[config.mk]
export PLATFORM = sky130hd
export DESIGN_NAME = riscv_core_startup_resp
export DESIGN_NICKNAME = d
export VERILOG_FILES = /design/src/rtl/riscv_core_startup_resp.sv
export SDC_FILE = /design/constraint.sdc
export NUM_CORES = 1
export LEC_CHECK = 0
export CAP_MARGIN = 20
export CELL_PAD_IN_SITES_DETAIL_PLACEMENT = 2
export CELL_PAD_IN_SITES_GLOBAL_PLACEMENT = 2
export CORE_MARGIN = 4
export CORE_UTILIZATION = 33
export DETAILED_ROUTE_END_ITERATION = 8
export PLACE_DENSITY_LB_ADDON = 0.1
export SYNTH_ARGS = -nofsm -noshare
export SYNTH_HDL_FRONTEND = slang
export SYNTH_SLANG_ARGS = --single-unit
[constraint.sdc]
create_clock -name CLK -period 2.9 [get_ports CLK]
set_clock_uncertainty 0.15 [all_clocks]
set_input_delay 0.87 -clock CLK [delete_from_list [all_inputs] [get_ports CLK]]
set_output_delay 0.87 -clock CLK [all_outputs]
set_load 0.05 [all_outputs]
[src/rtl/riscv_core_startup_resp.sv]
// Startup handshake responder: clears the register file, fills the pipeline stage enables, then raises core_ready.
// Optional post-fill hold-off state enabled by defining RISCV_CORE_STARTUP_RESP_BOOT_DELAY_EN.
module riscv_core_startup_resp #(
    parameter int REG_COUNT  = 32,
    parameter int ADDR_W     = 5,
    parameter int STAGES     = 5,
    parameter int BOOT_DELAY = 8
) (
    input  logic              CLK,
    input  logic              RST,
    input  logic              reset_ACT,
    input  logic              main_ACT,
    output logic              rf_clr_we,
    output logic [ADDR_W-1:0] rf_clr_addr,
    output logic [STAGES-1:0] stage_en,
    output logic              core_ready,
    output logic              seq_err
);

    typedef enum logic [2:0] {
        IDLE,
        CLEAR,
        WAIT_MAIN,
        FILL,
`ifdef RISCV_CORE_STARTUP_RESP_BOOT_DELAY_EN
        DELAY,
`endif
        RUN
    } state_t;

    localparam logic [ADDR_W-1:0] LAST_ADDR = ADDR_W'(REG_COUNT - 1);
    localparam logic [STAGES-1:0] ALL_ON    = '1;
    localparam logic [STAGES-1:0] FIRST_ON  = STAGES'(1);

    state_t            state_q, state_d;
    logic              we_q, we_d;
    logic [ADDR_W-1:0] addr_q, addr_d;
    logic [STAGES-1:0] stage_q, stage_d;
    logic              ready_q, ready_d;
    logic              err_q, err_d;

`ifdef RISCV_CORE_STARTUP_RESP_BOOT_DELAY_EN
    localparam int DLY_W = (BOOT_DELAY > 1) ? $clog2(BOOT_DELAY) : 1;
    localparam logic [DLY_W-1:0] DLY_LAST = DLY_W'(BOOT_DELAY - 1);
    logic [DLY_W-1:0] dly_q, dly_d;
`endif

    always_comb begin
        state_d = state_q;
        we_d    = 1'b0;
        addr_d  = '0;
        stage_d = stage_q;
        ready_d = ready_q;
        err_d   = err_q;
`ifdef RISCV_CORE_STARTUP_RESP_BOOT_DELAY_EN
        dly_d   = dly_q;
`endif
        case (state_q)
            IDLE: begin
                stage_d = '0;
                ready_d = 1'b0;
                if (main_ACT && !reset_ACT) begin
                    err_d = 1'b1;
                end
            end
            CLEAR: begin
                // The address register doubles as the clear counter.
                if (addr_q == LAST_ADDR) begin
                    state_d = main_ACT ? FILL : WAIT_MAIN;
                    stage_d = main_ACT ? FIRST_ON : '0;
                end else begin
                    we_d   = 1'b1;
                    addr_d = addr_q + 1'b1;
                end
            end
            WAIT_MAIN: begin
                if (main_ACT) begin
                    state_d = FILL;
                    stage_d = FIRST_ON;
                end
            end
            FILL: begin
                if (!main_ACT) begin
                    state_d = IDLE;
                    stage_d = '0;
                end else if (stage_q == ALL_ON) begin
`ifdef RISCV_CORE_STARTUP_RESP_BOOT_DELAY_EN
                    state_d = DELAY;
                    dly_d   = '0;
`else
                    state_d = RUN;
                    ready_d = 1'b1;
`endif
                end else begin
                    stage_d = (stage_q << 1) | FIRST_ON;
                end
            end
`ifdef RISCV_CORE_STARTUP_RESP_BOOT_DELAY_EN
            DELAY: begin
                if (!main_ACT) begin
                    state_d = IDLE;
                    stage_d = '0;
                end else if (dly_q == DLY_LAST) begin
                    state_d = RUN;
                    ready_d = 1'b1;
                end else begin
                    dly_d = dly_q + 1'b1;
                end
            end
`endif
            RUN: begin
                if (!main_ACT) begin
                    state_d = IDLE;
                    stage_d = '0;
                    ready_d = 1'b0;
                end
            end
            default: begin
                state_d = IDLE;
                stage_d = '0;
                ready_d = 1'b0;
            end
        endcase

        // A reset activation restarts the clear from any state and outranks main_ACT.
        if (reset_ACT) begin
            state_d = CLEAR;
            we_d    = 1'b1;
            addr_d  = '0;
            stage_d = '0;
            ready_d = 1'b0;
        end
    end

    always_ff @(posedge CLK or negedge RST) begin
        if (!RST) begin
            state_q <= IDLE;
            we_q    <= 1'b0;
            addr_q  <= '0;
            stage_q <= '0;
            ready_q <= 1'b0;
            err_q   <= 1'b0;
`ifdef RISCV_CORE_STARTUP_RESP_BOOT_DELAY_EN
            dly_q   <= '0;
`endif
        end else begin
            state_q <= state_d;
            we_q    <= we_d;
            addr_q  <= addr_d;
            stage_q <= stage_d;
            ready_q <= ready_d;
            err_q   <= err_d;
`ifdef RISCV_CORE_STARTUP_RESP_BOOT_DELAY_EN
            dly_q   <= dly_d;
`endif
        end
    end

    assign rf_clr_we   = we_q;
    assign rf_clr_addr = addr_q;
    assign stage_en    = stage_q;
    assign core_ready  = ready_q;
    assign seq_err     = err_q;

endmodule
; Word-level counts from Yosys, hierarchy flattened
; Cells that the tools add are included.
[classes]
addsub = 1
eq_ne = 15
n_mux = 27
n_reduce_logical = 8
[ops]
columns = op, n
row1 = $mux 5, 9
row2 = $pmux 5 s4, 1
row3 = $mux 3, 6
row4 = $ne 3x3->1 const B, 5
row5 = $pmux 3 s5, 1
row6 = $eq 5x5->1 const B, 2
row7 = $mux 1, 9
row8 = $ne 4x4->1 const B, 2
row9 = $reduce_and 4->1, 2
row10 = $eq 3x2->1 const B, 2
row11 = $add 5x1->5 const B, 1
row12 = $reduce_and 5->1, 1
row13 = $eq 3x1->1 const B, 1
row14 = $eq 3x3->1 const B, 1
row15 = $logic_not 3->1, 1
row16 = $pmux 1 s3, 1
row17 = $ne 2x1->1 const B, 1
row18 = $ne 2x2->1 const B, 1
row19 = $reduce_and 2->1, 1
row20 = $reduce_or 2->1, 1
row21 = $logic_and 1x1->1, 1
row22 = $logic_not 1->1, 1
[word_totals]
register_bits = 16
input_bits = 4
output_inout_bits = 13
word_cells = 57

; Depth between registers and ports, before layout
[logic_depth]
depth_word = 5
mapped_depth = 7
depth_no_buf = 7

; Worst setup path before layout
; OpenSTA, ideal clock, no wires.
[synth_path]
kind = flip-flop to flip-flop
startpoint = register addr_q[0] (netlist: rf_clr_addr[0])
endpoint = register state_q[0]
setup_time_ps = 125
t_arrival_ps = 1916
required_time_ps = 2625
slack_ps = 709
path_stages_with_launch = 8
n_path_buf = 0
cell_sequence = dfrtp_1 ha_1 and3_1 ha_1 nor2_1 o21bai_1 a21oi_1 mux2_2
[synth_between]
elab_chain_cells = 3
[synth_rtl]
columns = item, line_no
row1 = "start, declared", 37  ; logic [ADDR_W-1:0] addr_q, addr_d;
row2 = "start signal, assigned", 149  ; addr_q <= addr_d;
row3 = $eq 5x5->1, 68  ; if (addr_q == LAST_ADDR) begin
row4 = $ne 3x3->1 (no source line), n/a
row5 = $reduce_and 5->1 (no source line), n/a
row6 = "end signal, assigned", 147  ; state_q <= state_d;
row7 = "end, declared", 35  ; state_t state_q, state_d;
; No other way between the ends.
; A chain may end at the register's enable or synchronous reset.

; Worst setup path after layout
[layout_path]
startpoint = register stage_q[2] (netlist: stage_en[2])
endpoint = output stage_en[2]
[layout_rtl]
columns = item, line_no
row1 = "start, declared", 38  ; logic [STAGES-1:0] stage_q, stage_d;
row2 = "start signal, assigned", 150  ; stage_q <= stage_d;
row3 = "end, declared", 15  ; output logic [STAGES-1:0] stage_en,
; No word-level cell between the ends.

==> impl_metrics.csv <==
group,metric,value,unit
pwr,p_sw,0.2092,mW
route,drtPass1Iterations,2,
yosys,synth_mux_area_frac,0.01337,
setup_path,cp.arrival,1.59,ns
yosys,ys_ff_latch,16,
timing,rsz0062_at_grt,"no",
clocking,worstSkewPairLatency,0.30,ns
setup_path,rr_endpoint,"state_q[0]",
yosys,synth_top_area_share,0.4755,
die,fp-row-count,18,
timing,finalCriticalPeriod,2.613,ns
setup_path,start_kind,"flip-flop",
yosys,synth_xor_area_frac,0.02080,
setup_path,r2r_start,"rf_clr_addr[0]",
setup_path,cpMaxStageDelayCell,"clkdlybuf4s50_1",
placed_design,hpwl,1.702,mm
yosys,syn_nets,91,
worst_hold_path,hp-class,"reg -> reg",
pwr,power_leakage,0.4783,nW
timing,maxSlewHeadroom,0.6738,
yosys,synth_edf_count,0,
yosys,postSynthCellCount,85,
die,die_y,58.52,um
finish,layout-drive-gt1-share,0.1143,
clocking,cts_tree,"done",
setup_path,crit_chain,"clkdlybuf4s50_1",
yosys,synth_compound_area_frac,0.2125,
placed_design,dp_slack,0.2091,ns
clocking,post_cts_buffers,0,
yosys,ys.flop_type,"dfrtp_1",
die,fp.dieW,58.52,um
clocking,clk_pin_slew_worst_paths,0.11,ns
yosys,synthDistinctLibCells,37,
yosys,avgSynthCellArea,9.907,sq um
route,ant_nets,0,
clocking,cts_root_buf,"clkbuf_4",
route,first_iter_violations,9,
flow_run,max-cap-violations,0,
pwr,finalPower,0.5879,mW
clocking,ctsHoldBuffers,0,
clocking,clockBufferDepth,2,
setup_path,path_max_fanout,6,
route,wire_per_inst,16.94,um
setup_path,worstPathRequired,1.88,ns
finish,area_growth_syn_to_layout,28.83,%
die,die_area,0.003424,sq mm
global_route,antenna_found_initial,0,
pwr,pwr-share-comb,0.278,
timing,setup_slack,0.2869,ns
setup_path,end_kind,"primary output",
timing,maxSlewViolCount,0,
timing,worst_pin_slew,0.4769,ns
pwr,swShare,0.3559,
global_route,grt_first_pass_wirelength,4.043,mm
finish,antenna_cells,0,
placed_design,portBuffers,16,
setup_path,cp-endpoint,"stage_en[2]",
setup_path,reg2reg_depth,7,
setup_path,cp.depth,1,
route,routed_wirelength,2.287,mm
route,drc_errors,0,
yosys,synthAdderAreaFrac,0.02972,
yosys,yosysWarnings,0,
run_status,status,"finished clean",
global_route,grtUsageTotal,0.1564,
pwr,seqPwrFrac,0.459,
setup_path,critPathKind,"reg -> out",
clocking,htree_levels,1,
global_route,grt_start_max_net_pins,17,
pwr,p_per_area,542.0,mW/mm^2
timing,fin_tns_setup,0,ns
timing,hold_violations,0,
die,io_pins,17,
setup_path,startpoint,"stage_en[2]",
yosys,syn-cell-area,842.1,sq um
yosys,synth_area_leader_cell,"dfrtp_1",
pwr,internal-power,0.3787,mW
yosys,synth-simple-area-share,0.2140,
pwr,clock_power_share,0.263,
setup_path,rrSetupSlack,0.77,ns
clocking,cts.sinks,16,
yosys,async_flop_share,1.000,
timing,fin_crit_sh,0.9011,
timing,max_freq,382.7,MHz
clocking,numCtsBuffers,3,
clocking,post_cts_resized,0,
yosys,yosysSeqAreaShare,0.4755,
setup_path,critPathMaxStageDelay,0.84,ns
placed_design,gp_congestion,0.7487,
die,initial_core_util,0.3430,
yosys,synth_top_family_by_area,"simple AND/OR/NAND/NOR gates",
global_route,grt_pass1_vias,796,
global_route,grt-ovfl-total,0,
route,viasPerCell,5.541,
die,core,0.002455,sq mm
setup_path,crit_buf_inv,1,
pwr,peakVddDrop,0.3285,mV
yosys,synth.area.top_cells,"dfrtp_1 (48%), a22o_1 (4.2%), nor2_1 (4.0%)",
timing,finalSetupViolations,0,
finish,nets,112,
route,vias,748,
setup_path,path_delay_family,"buffers and inverters",
## power groups by stage
stage / Combinational, mW / Sequential, mW / Clock (mW)
2_1_floorplan: 0.0809 / 0.298 / 0
3_3_place_gp: 0.161 / 0.274 / 0
3_5_place_dp: 0.164 / 0.275 / 0
4_1_cts: 0.166 / 0.270 / 0.155
5_1_grt: 0.180 / 0.276 / 0.169
6_report: 0.164 / 0.270 / 0.154
## cell type report
| cell class | instances | area, sq um |
|---|---|---|
| clock buffers | 4 | 36.28 |
| fillers | 275 | 1370 |
| inverters | 2 | 7.507 |
| multi-input cells | 63 | 412.9 |
| flip-flops and latches | 16 | 400.4 |
| well taps | 30 | 37.54 |
| repair buffers | 20 | 190.2 |
## cells in the final DEF (no fill, tap or decap)
| cell type | netlist | final |
|---|---|---|
| a2111oi_0 | 1 | 1 |
| a211oi_1 | 1 | 1 |
| a21oi_1 | 5 | 5 |
| a22o_1 | 4 | 4 |
| a22o_2 | 1 | 1 |
| a22oi_1 | 1 | 1 |
| a31o_2 | 1 | 1 |
| a31oi_1 | 1 | 1 |
| and2_1 | 1 | 1 |
| and3_1 | 3 | 3 |
| and3b_1 | 2 | 2 |
| and4_1 | 1 | 1 |
| buf_4 | 1 | 4 |
| clkbuf_4 | 0 | 3 |
| clkbuf_8 | 0 | 1 |
| clkdlybuf4s50_1 | 0 | 16 |
| dfrtp_1 | 16 | 16 |
| ha_1 | 2 | 2 |
| inv_1 | 2 | 2 |
| mux2_2 | 1 | 1 |
| nand2_1 | 5 | 5 |
| nand3_1 | 2 | 2 |
| nand3b_1 | 1 | 1 |
| nor2_1 | 9 | 9 |
| nor2b_1 | 4 | 4 |
| nor3_1 | 1 | 1 |
| nor3b_1 | 1 | 1 |
| o211ai_2 | 1 | 1 |
| o21a_1 | 1 | 1 |
| o21ai_0 | 5 | 5 |
| o21bai_1 | 1 | 1 |
| o221ai_1 | 1 | 1 |
| o311ai_0 | 1 | 1 |
| or2_1 | 1 | 1 |
| or3_1 | 1 | 1 |
| or3b_1 | 1 | 1 |
| xnor2_1 | 1 | 1 |
| xor2_1 | 1 | 1 |
## per-stage QoR
stage | hold WS (ns) | util | cell area (sq um) | instances
floorplan | 0.3969 | - | 842.1 | 85
global placement | 0.3242 | 0.4271 | 1049 | 131
detailed placement | 0.3323 | 0.4271 | 1049 | 131
CTS | 0.3457 | 0.4419 | 1085 | 135
global route | 0.3735 | 0.4419 | 1085 | 135
finish | 0.3415 | 0.4419 | 1085 | 135
## layer usage
metal | GRT usage | part of all wire
met3 | 0.03070 | 0.040
met4 | 0.06291 | 0.013
met2 | 0.2456 | 0.48
met5 | 0 | 0
met1 | 0.2101 | 0.47
## registers in the layout (all words and copies together), names as in the netlist
name	cells
core_ready	1
rf_clr_addr	5
rf_clr_we	1
seq_err	1
stage_en	5
state_q	3
## synth_stat cells (2+ instances only)
cell type  number
and3b_1         2
nand2_1         5
a21oi_1         5
buf_2           2
nor2_1          9
and3_1          3
o21ai_0         5
dfrtp_1        16
nor2b_1         4
nand3_1         2
a22o_1          4
inv_1           2
ha_1            2
## worst min-delay path by stage
stage	startpoint	endpoint	slack, ns	cells after the start
2_1_floorplan	state_q[1]	rf_clr_we	0.40	3
3_3_place_gp	rf_clr_addr[0]	rf_clr_addr[0]	0.32	1
3_5_place_dp	rf_clr_addr[0]	rf_clr_addr[0]	0.33	1
4_1_cts	rf_clr_addr[0]	rf_clr_addr[0]	0.35	1
5_1_grt	rf_clr_addr[0]	rf_clr_addr[0]	0.37	1
6_report	rf_clr_addr[0]	rf_clr_addr[0]	0.34	1
## cell families (layout without fill, tap and decap cells)
logic type / Yosys count / count (layout)
mux: 1 / 1
compound gates: 25 / 25
buf+inv: 6 / 26
simple gates: 33 / 33
xor+xnor: 2 / 2
fa+ha+maj: 2 / 2
flops: 16 / 16
Power figures use the tool's default switching activity.
